<file path="src/rtl/fifo_burst_reader.sv">
// rtl/fifo_burst_reader.sv - burst read engine for syn_fifo with latency-compensating skid buffer (optional FIFO_BURST_READER_STALL_CNT_EN stall counter)
module fifo_burst_reader #(
    parameter int DATA_WIDTH = 8,
    parameter int LEN_WIDTH  = 8
) (
    input  logic                  clk,
    input  logic                  rst,
    input  logic                  cmd_valid,
    input  logic [LEN_WIDTH-1:0]  cmd_len,
    output logic                  cmd_ready,
    output logic                  fifo_rden,
    input  logic                  fifo_empty,
    input  logic [DATA_WIDTH-1:0] fifo_dout,
    output logic [DATA_WIDTH-1:0] m_data,
    output logic                  m_valid,
    input  logic                  m_ready,
    output logic                  m_last,
    output logic                  busy,
`ifdef FIFO_BURST_READER_STALL_CNT_EN
    output logic                  done,
    output logic [15:0]           stall_cycles
`else
    output logic                  done
`endif
);

    localparam logic [1:0] ST_IDLE  = 2'd0;
    localparam logic [1:0] ST_READ  = 2'd1;
    localparam logic [1:0] ST_DRAIN = 2'd2;
    localparam logic [1:0] ST_DONE  = 2'd3;

    localparam logic [LEN_WIDTH-1:0] LEN_ONE = LEN_WIDTH'(1);

    logic [1:0]            state;
    logic [LEN_WIDTH-1:0]  pop_remaining;
    logic [LEN_WIDTH-1:0]  beat_remaining;
    logic                  inflight;
    logic [1:0]            occ;
    logic [DATA_WIDTH-1:0] buf_head;
    logic [DATA_WIDTH-1:0] buf_tail;

    logic                  pop_accept;
    logic                  out_fire;
    logic                  cmd_accept;
    logic [2:0]            pending;

    // Handshake decode; pops are throttled so the skid buffer can always absorb every in-flight word
    assign m_valid    = (occ != 2'd0);
    assign out_fire   = m_valid & m_ready;
    assign pending    = {1'b0, occ} + {2'b00, inflight} - {2'b00, out_fire};
    assign fifo_rden  = (state == ST_READ) && (pop_remaining != '0) && (pending < 3'd2);
    assign pop_accept = fifo_rden & ~fifo_empty;
    assign cmd_ready  = (state == ST_IDLE);
    assign cmd_accept = cmd_valid & cmd_ready;
    assign m_data     = m_valid ? buf_head : '0;
    assign m_last     = m_valid && (beat_remaining == LEN_ONE);
    assign busy       = (state != ST_IDLE);
    assign done       = (state == ST_DONE);

    // Burst sequencing: pop phase, drain phase, one-cycle completion pulse
    always_ff @(posedge clk) begin
        if (rst) begin
            state <= ST_IDLE;
        end else begin
            case (state)
                ST_IDLE: begin
                    if (cmd_accept) begin
                        state <= (cmd_len == '0) ? ST_DONE : ST_READ;
                    end
                end
                ST_READ: begin
                    if (pop_accept && (pop_remaining == LEN_ONE)) begin
                        state <= ST_DRAIN;
                    end
                end
                ST_DRAIN: begin
                    if (out_fire && (beat_remaining == LEN_ONE)) begin
                        state <= ST_DONE;
                    end
                end
                ST_DONE: begin
                    state <= ST_IDLE;
                end
                default: begin
                    state <= ST_IDLE;
                end
            endcase
        end
    end

    // Remaining pops and beats; each only moves on its own accepted handshake so neither can underflow
    always_ff @(posedge clk) begin
        if (rst) begin
            pop_remaining  <= '0;
            beat_remaining <= '0;
        end else if (cmd_accept) begin
            pop_remaining  <= cmd_len;
            beat_remaining <= cmd_len;
        end else begin
            if (pop_accept) begin
                pop_remaining <= pop_remaining - LEN_ONE;
            end
            if (out_fire) begin
                beat_remaining <= beat_remaining - LEN_ONE;
            end
        end
    end

    // Track the pop whose data appears on fifo_dout in the following cycle
    always_ff @(posedge clk) begin
        if (rst || cmd_accept) begin
            inflight <= 1'b0;
        end else begin
            inflight <= pop_accept;
        end
    end

    // Two-entry skid buffer: capture returning FIFO data, present the head, shift on consumption
    always_ff @(posedge clk) begin
        if (rst) begin
            occ      <= 2'd0;
            buf_head <= '0;
            buf_tail <= '0;
        end else if (cmd_accept) begin
            occ <= 2'd0;
        end else begin
            case ({inflight, out_fire})
                2'b10: begin
                    if (occ == 2'd0) begin
                        buf_head <= fifo_dout;
                    end else begin
                        buf_tail <= fifo_dout;
                    end
                    occ <= occ + 2'd1;
                end
                2'b01: begin
                    buf_head <= buf_tail;
                    occ      <= occ - 2'd1;
                end
                2'b11: begin
                    if (occ == 2'd1) begin
                        buf_head <= fifo_dout;
                    end else begin
                        buf_head <= buf_tail;
                        buf_tail <= fifo_dout;
                    end
                end
                default: begin
                end
            endcase
        end
    end

`ifdef FIFO_BURST_READER_STALL_CNT_EN
    // Count cycles spent requesting pops from an empty FIFO, saturating, held until the next command
    always_ff @(posedge clk) begin
        if (rst || cmd_accept) begin
            stall_cycles <= 16'h0000;
        end else if ((state == ST_READ) && fifo_rden && fifo_empty && (stall_cycles != 16'hFFFF)) begin
            stall_cycles <= stall_cycles + 16'h0001;
        end
    end
`endif

endmodule

</file>
<file path="config.mk">
export PLATFORM = sky130hd
export DESIGN_NAME = fifo_burst_reader
export DESIGN_NICKNAME = d
export VERILOG_FILES = /design/src/rtl/fifo_burst_reader.sv
export SDC_FILE = /design/constraint.sdc
export NUM_CORES = 1
export LEC_CHECK = 0
export ABC_AREA = 1
export CAP_MARGIN = 30
export CORE_MARGIN = 3
export CORE_UTILIZATION = 49
export CTS_BUF_LIST = sky130_fd_sc_hd__clkbuf_4 sky130_fd_sc_hd__clkbuf_8
export DETAILED_ROUTE_END_ITERATION = 10
export PLACE_DENSITY = 0.77
export SLEW_MARGIN = 20
export SYNTH_ARGS = -nofsm -noshare
export SYNTH_HDL_FRONTEND = slang
export SYNTH_SLANG_ARGS = --single-unit
</file>
<file path="constraint.sdc">
create_clock -name clk -period 2.27 [get_ports clk]
set_input_delay 0.454 -clock clk [delete_from_list [all_inputs] [get_ports clk]]
set_output_delay 0.454 -clock clk [all_outputs]
set_load 0.005 [all_outputs]
</file>
==> key figures <==
Critical path
  • Critical path data required time: 1.82 ns
  • CP bufs+invs: 6
  • Endpoint class of the critical path: output pin
  • Slowest CP cell: fa_1
  • Startpoint types: register
  • Kind of critical path: register to output pin
  • Number of cells on the critical path: 15
  • CP Data Arrival Time: 2.22 ns
  • CP max stage delay: around 0.49 ns
  • Crit-path max FO: 3
  • CP top delay family: adder cells
  • FF-to-FF path depth: 20
  • Cell Chain, Critical Path: inv_2, ha_4, inv_4, nand2_8, inv_6, nor2_4, nor2_1, nor2_1, inv_1, fa_1, nand2_1, inv_1, nand3_2, nor2_4, buf_2

STA
  • Skew final: 0.00764 ns
  • Final Critical Period: 2.67 ns
  • Worst slew margin: roughly three quarters
  • Max-slew violations: 0
  • RSZ-0062 raised after global routing: yes
  • Max Clk Rate: 374 MHz
  • Min Hold Slack: 0.457 ns
  • Worst slew pin tran: 0.397 ns
  • Final WS setup: -0.403 ns
  • Fin crit share: 118%
  • Final setup violation count: 12
  • Endpoints failing hold: 0

Final layout
  • Synthesis-to-layout area growth: 32.6%
  • Share of cells above drive strength 1: 18.4%
  • Final non-filler cell total: about 430
  • Nets: around 400
  • Inserted Diodes: 0

GRT
  • Met3 Resource Use GR: 5.10%
  • GRT met2 Usage: roughly a third
  • Global routing's busiest layer: met2
  • All-Layer GR Usage: 22.2%
  • Initial antenna violation count: 0
  • Vias in the first global route: approximately 2,100
  • First-pass GRT wire length: roughly 9000 um
  • Met1 usage: about 30%
  • Total gr overflow: 0
  • Largest net degree at the start of global routing: 24

Routing
  • Residual DRC: 0
  • Vias per inst: 5.12
  • DRT Pass-1 Iters: 5
  • DRT antenna net count: 0
  • DR vias: 2,179
  • WL/cell: 12.6 um
  • WL final: 5370 um
  • DRT iter0 DRCs: 148

Job
  • Max-Cap Viols: 0

Floorplanning
  • DIE AREA: 0.00535 mm2
  • Initial Util: 53.0%
  • FP Rows: 23
  • DIE WIDTH: 73.2 um
  • # IOs: 35
  • Core area: roughly 0.0042 mm2
  • Die height: 73.2 um

Hold path
  • Hold Path Depth: 2
  • Hold Crit Class: register to register

Synthesis
  • Post-Syn Area per Cell: about 6.9 um2
  • Yosys warnings: 0
  • Syn Inst Count: 321
  • Post-synthesis sequential area ratio: 33.5%
  • Yosys reg bits: 37
  • Area leader, netlist: dfxtp_1
  • Mapped Area: between 0.002 and 0.0025 mm2
  • Mapped Nets: 354
  • Ranking of synthesized cells by area: dfxtp_1, nand2_1, a21oi_1, inv_1, nor2_1
  • Top cell type's share of synthesized area: 33.5%
  • Distinct cells, synth: 35

Pwr
  • Sw power: 1.55 mW
  • Leak: 1.19 nW
  • Sequential power share: 26.2%
  • Internal: 2.06 mW
  • Comb power frac: 57.2%
  • Clock power frac: 16.6%
  • Total chip power: between 3 and 4 mW
  • Pwr Density: about 1200 mW/mm2
  • VDD IR-drop max: 0.738 mV
  • Switching Fraction: 43.0%

Clock network
  • CTS Buf Count: 5
  • CTS Sinks: 37
  • H-Tree Depth: 2
  • Skew-Pair Late Insertion Delay: 0.29 ns
  • TritonCTS clock tree: yes
  • CTS clk-pin slew, worst paths: approximately 0.08 ns
  • Root Driver: clkbuf_8
  • CTS Buffer Depth: 2

Placement
  • Dpl ws: -0.914 ns
  • Placed wire-length estimate: between 3000 and 4000 um
  • RePlAce Congestion: 0.901
  • Port Buffers: 34
  • Placed insts: 412

Run status
  • Failing checks: setup timing
  • Status: finished, violations left
kinds of logic (layout without fill, tap and decap cells):
family,count (synthesis),after routing,synth area share [%]
flops,37,37,33.5
fa+ha+maj,12,12,7.13
simple gates,134,134,27.8
buf+inv,59,114,10.8
xor+xnor,8,8,3.17
compound gates,71,71,17.6
power by group through the flow:
stage	logic, mW	registers [mW]	clock network, mW
after floorplan	1.41	0.933	0
after global placement	1.89	0.944	0
after detailed placement	1.94	0.950	0
after CTS	2.04	0.938	0.614
after global routing	2.33	0.964	0.637
final	2.06	0.944	0.599
placed cells by master, fill, tap and decap left out, types with 6 or more instances in the layout:
master            n
a21oi_1          35
a31oi_1           6
buf_4            22
clkbuf_8          6
clkdlybuf4s50_1  32
dfxtp_1          35
ha_1              9
inv_1            41
nand2_1          56
nand3_1           8
nor2_1           39
o21ai_1          18
xor2_1            7
synthesized netlist by cell type:
| library cell | number |
|---|---|
| a21oi_2 | 5 |
| o211ai_1 | 1 |
| nor3b_1 | 1 |
| xor2_1 | 7 |
| nor4_1 | 2 |
| nand3_1 | 10 |
| dfxtp_1 | 37 |
| ha_1 | 11 |
| nand3_2 | 3 |
| nand4_1 | 2 |
| nor3_1 | 4 |
| xnor2_1 | 1 |
| buf_4 | 1 |
| clkbuf_1 | 3 |
| fa_1 | 1 |
| nor2_1 | 42 |
| a21boi_0 | 1 |
| a211oi_1 | 1 |
| clkinv_2 | 1 |
| nand3b_1 | 1 |
| nand2_4 | 3 |
| o21ai_0 | 4 |
| o21ai_1 | 18 |
| inv_1 | 43 |
| buf_6 | 1 |
| a31oi_1 | 6 |
| nand2_1 | 58 |
| or2_2 | 1 |
| clkinv_1 | 1 |
| nand2_2 | 3 |
| or2_1 | 1 |
| buf_2 | 4 |
| a21oi_1 | 35 |
| nor2_4 | 3 |
| inv_2 | 5 |
worst min-delay path, delay by kind of cell (launching register included):
kind	cells	cell delay [ns]
buffers and inverters	1	0.06
flip-flops	1	0.30
AO/OA/AOI/OAI	1	0.05
registers in the layout, indices dropped and copies added, names as in the netlist:
register        count
state               2
pop_remaining       8
buf_tail            8
inflight            1
beat_remaining      8
buf_head            8
occ                 2
what timing repair did:
item,in CTS,in global routing
endpoints found under the setup margin,12,13
hold buffers,0,0
hold endpoints to repair,0,0
gates resized for setup,10,7
pin swaps,6,5
buffers inserted,5,2
path summary, 6_finish.rpt:
path                                                from                       end  slack [ns]
worst max register to register       occ[0]$_SDFFE_PP0P_     state[1]$_SDFFE_PP0P_       -0.18
worst min register to register  buf_tail[2]$_SDFFE_PP0P_  buf_tail[2]$_SDFFE_PP0P_        0.46
worst max-delay path                 occ[0]$_SDFFE_PP0P_                 fifo_rden       -0.40
worst min-delay path            buf_tail[2]$_SDFFE_PP0P_  buf_tail[2]$_SDFFE_PP0P_        0.46
per-stage QoR:
step	setup TNS (ns)	utilization [%]	cell area (um2)
4_1_cts	-3.24	69.7	2910
5_1_grt	-4.42	70.3	2930
3_5_place_dp	-7.09	65.5	2730
6_report	-2.03	70.3	2930
3_3_place_gp	-6.67	65.5	2730
2_1_floorplan	-0.420	-	2260
layout make-up:
| type | count | area [um2] |
|---|---|---|
| Multi-Input combinational cell | 225 | 1310 |
| Fill cell | 338 | 1240 |
| Sequential cell | 37 | 743 |
| Timing Repair Buffer | 56 | 499 |
| Inverter | 50 | 200 |
| Clock buffer | 6 | 82.6 |
| Tap cell | 50 | 62.6 |
| Clock inverter | 2 | 37.5 |
per-layer routing:
metal | vias to the layer above | part of all wire (%) | wire (um)
met3 | 18 | 3.9 | 208
met2 | 50 | 46 | 2450
met4 | 0 | 2.5 | 136
met5 | - | 0 | 0
li1 | 1139 | - | -
met1 | 972 | 48 | 2570
(Power assumes the default switching activity.)
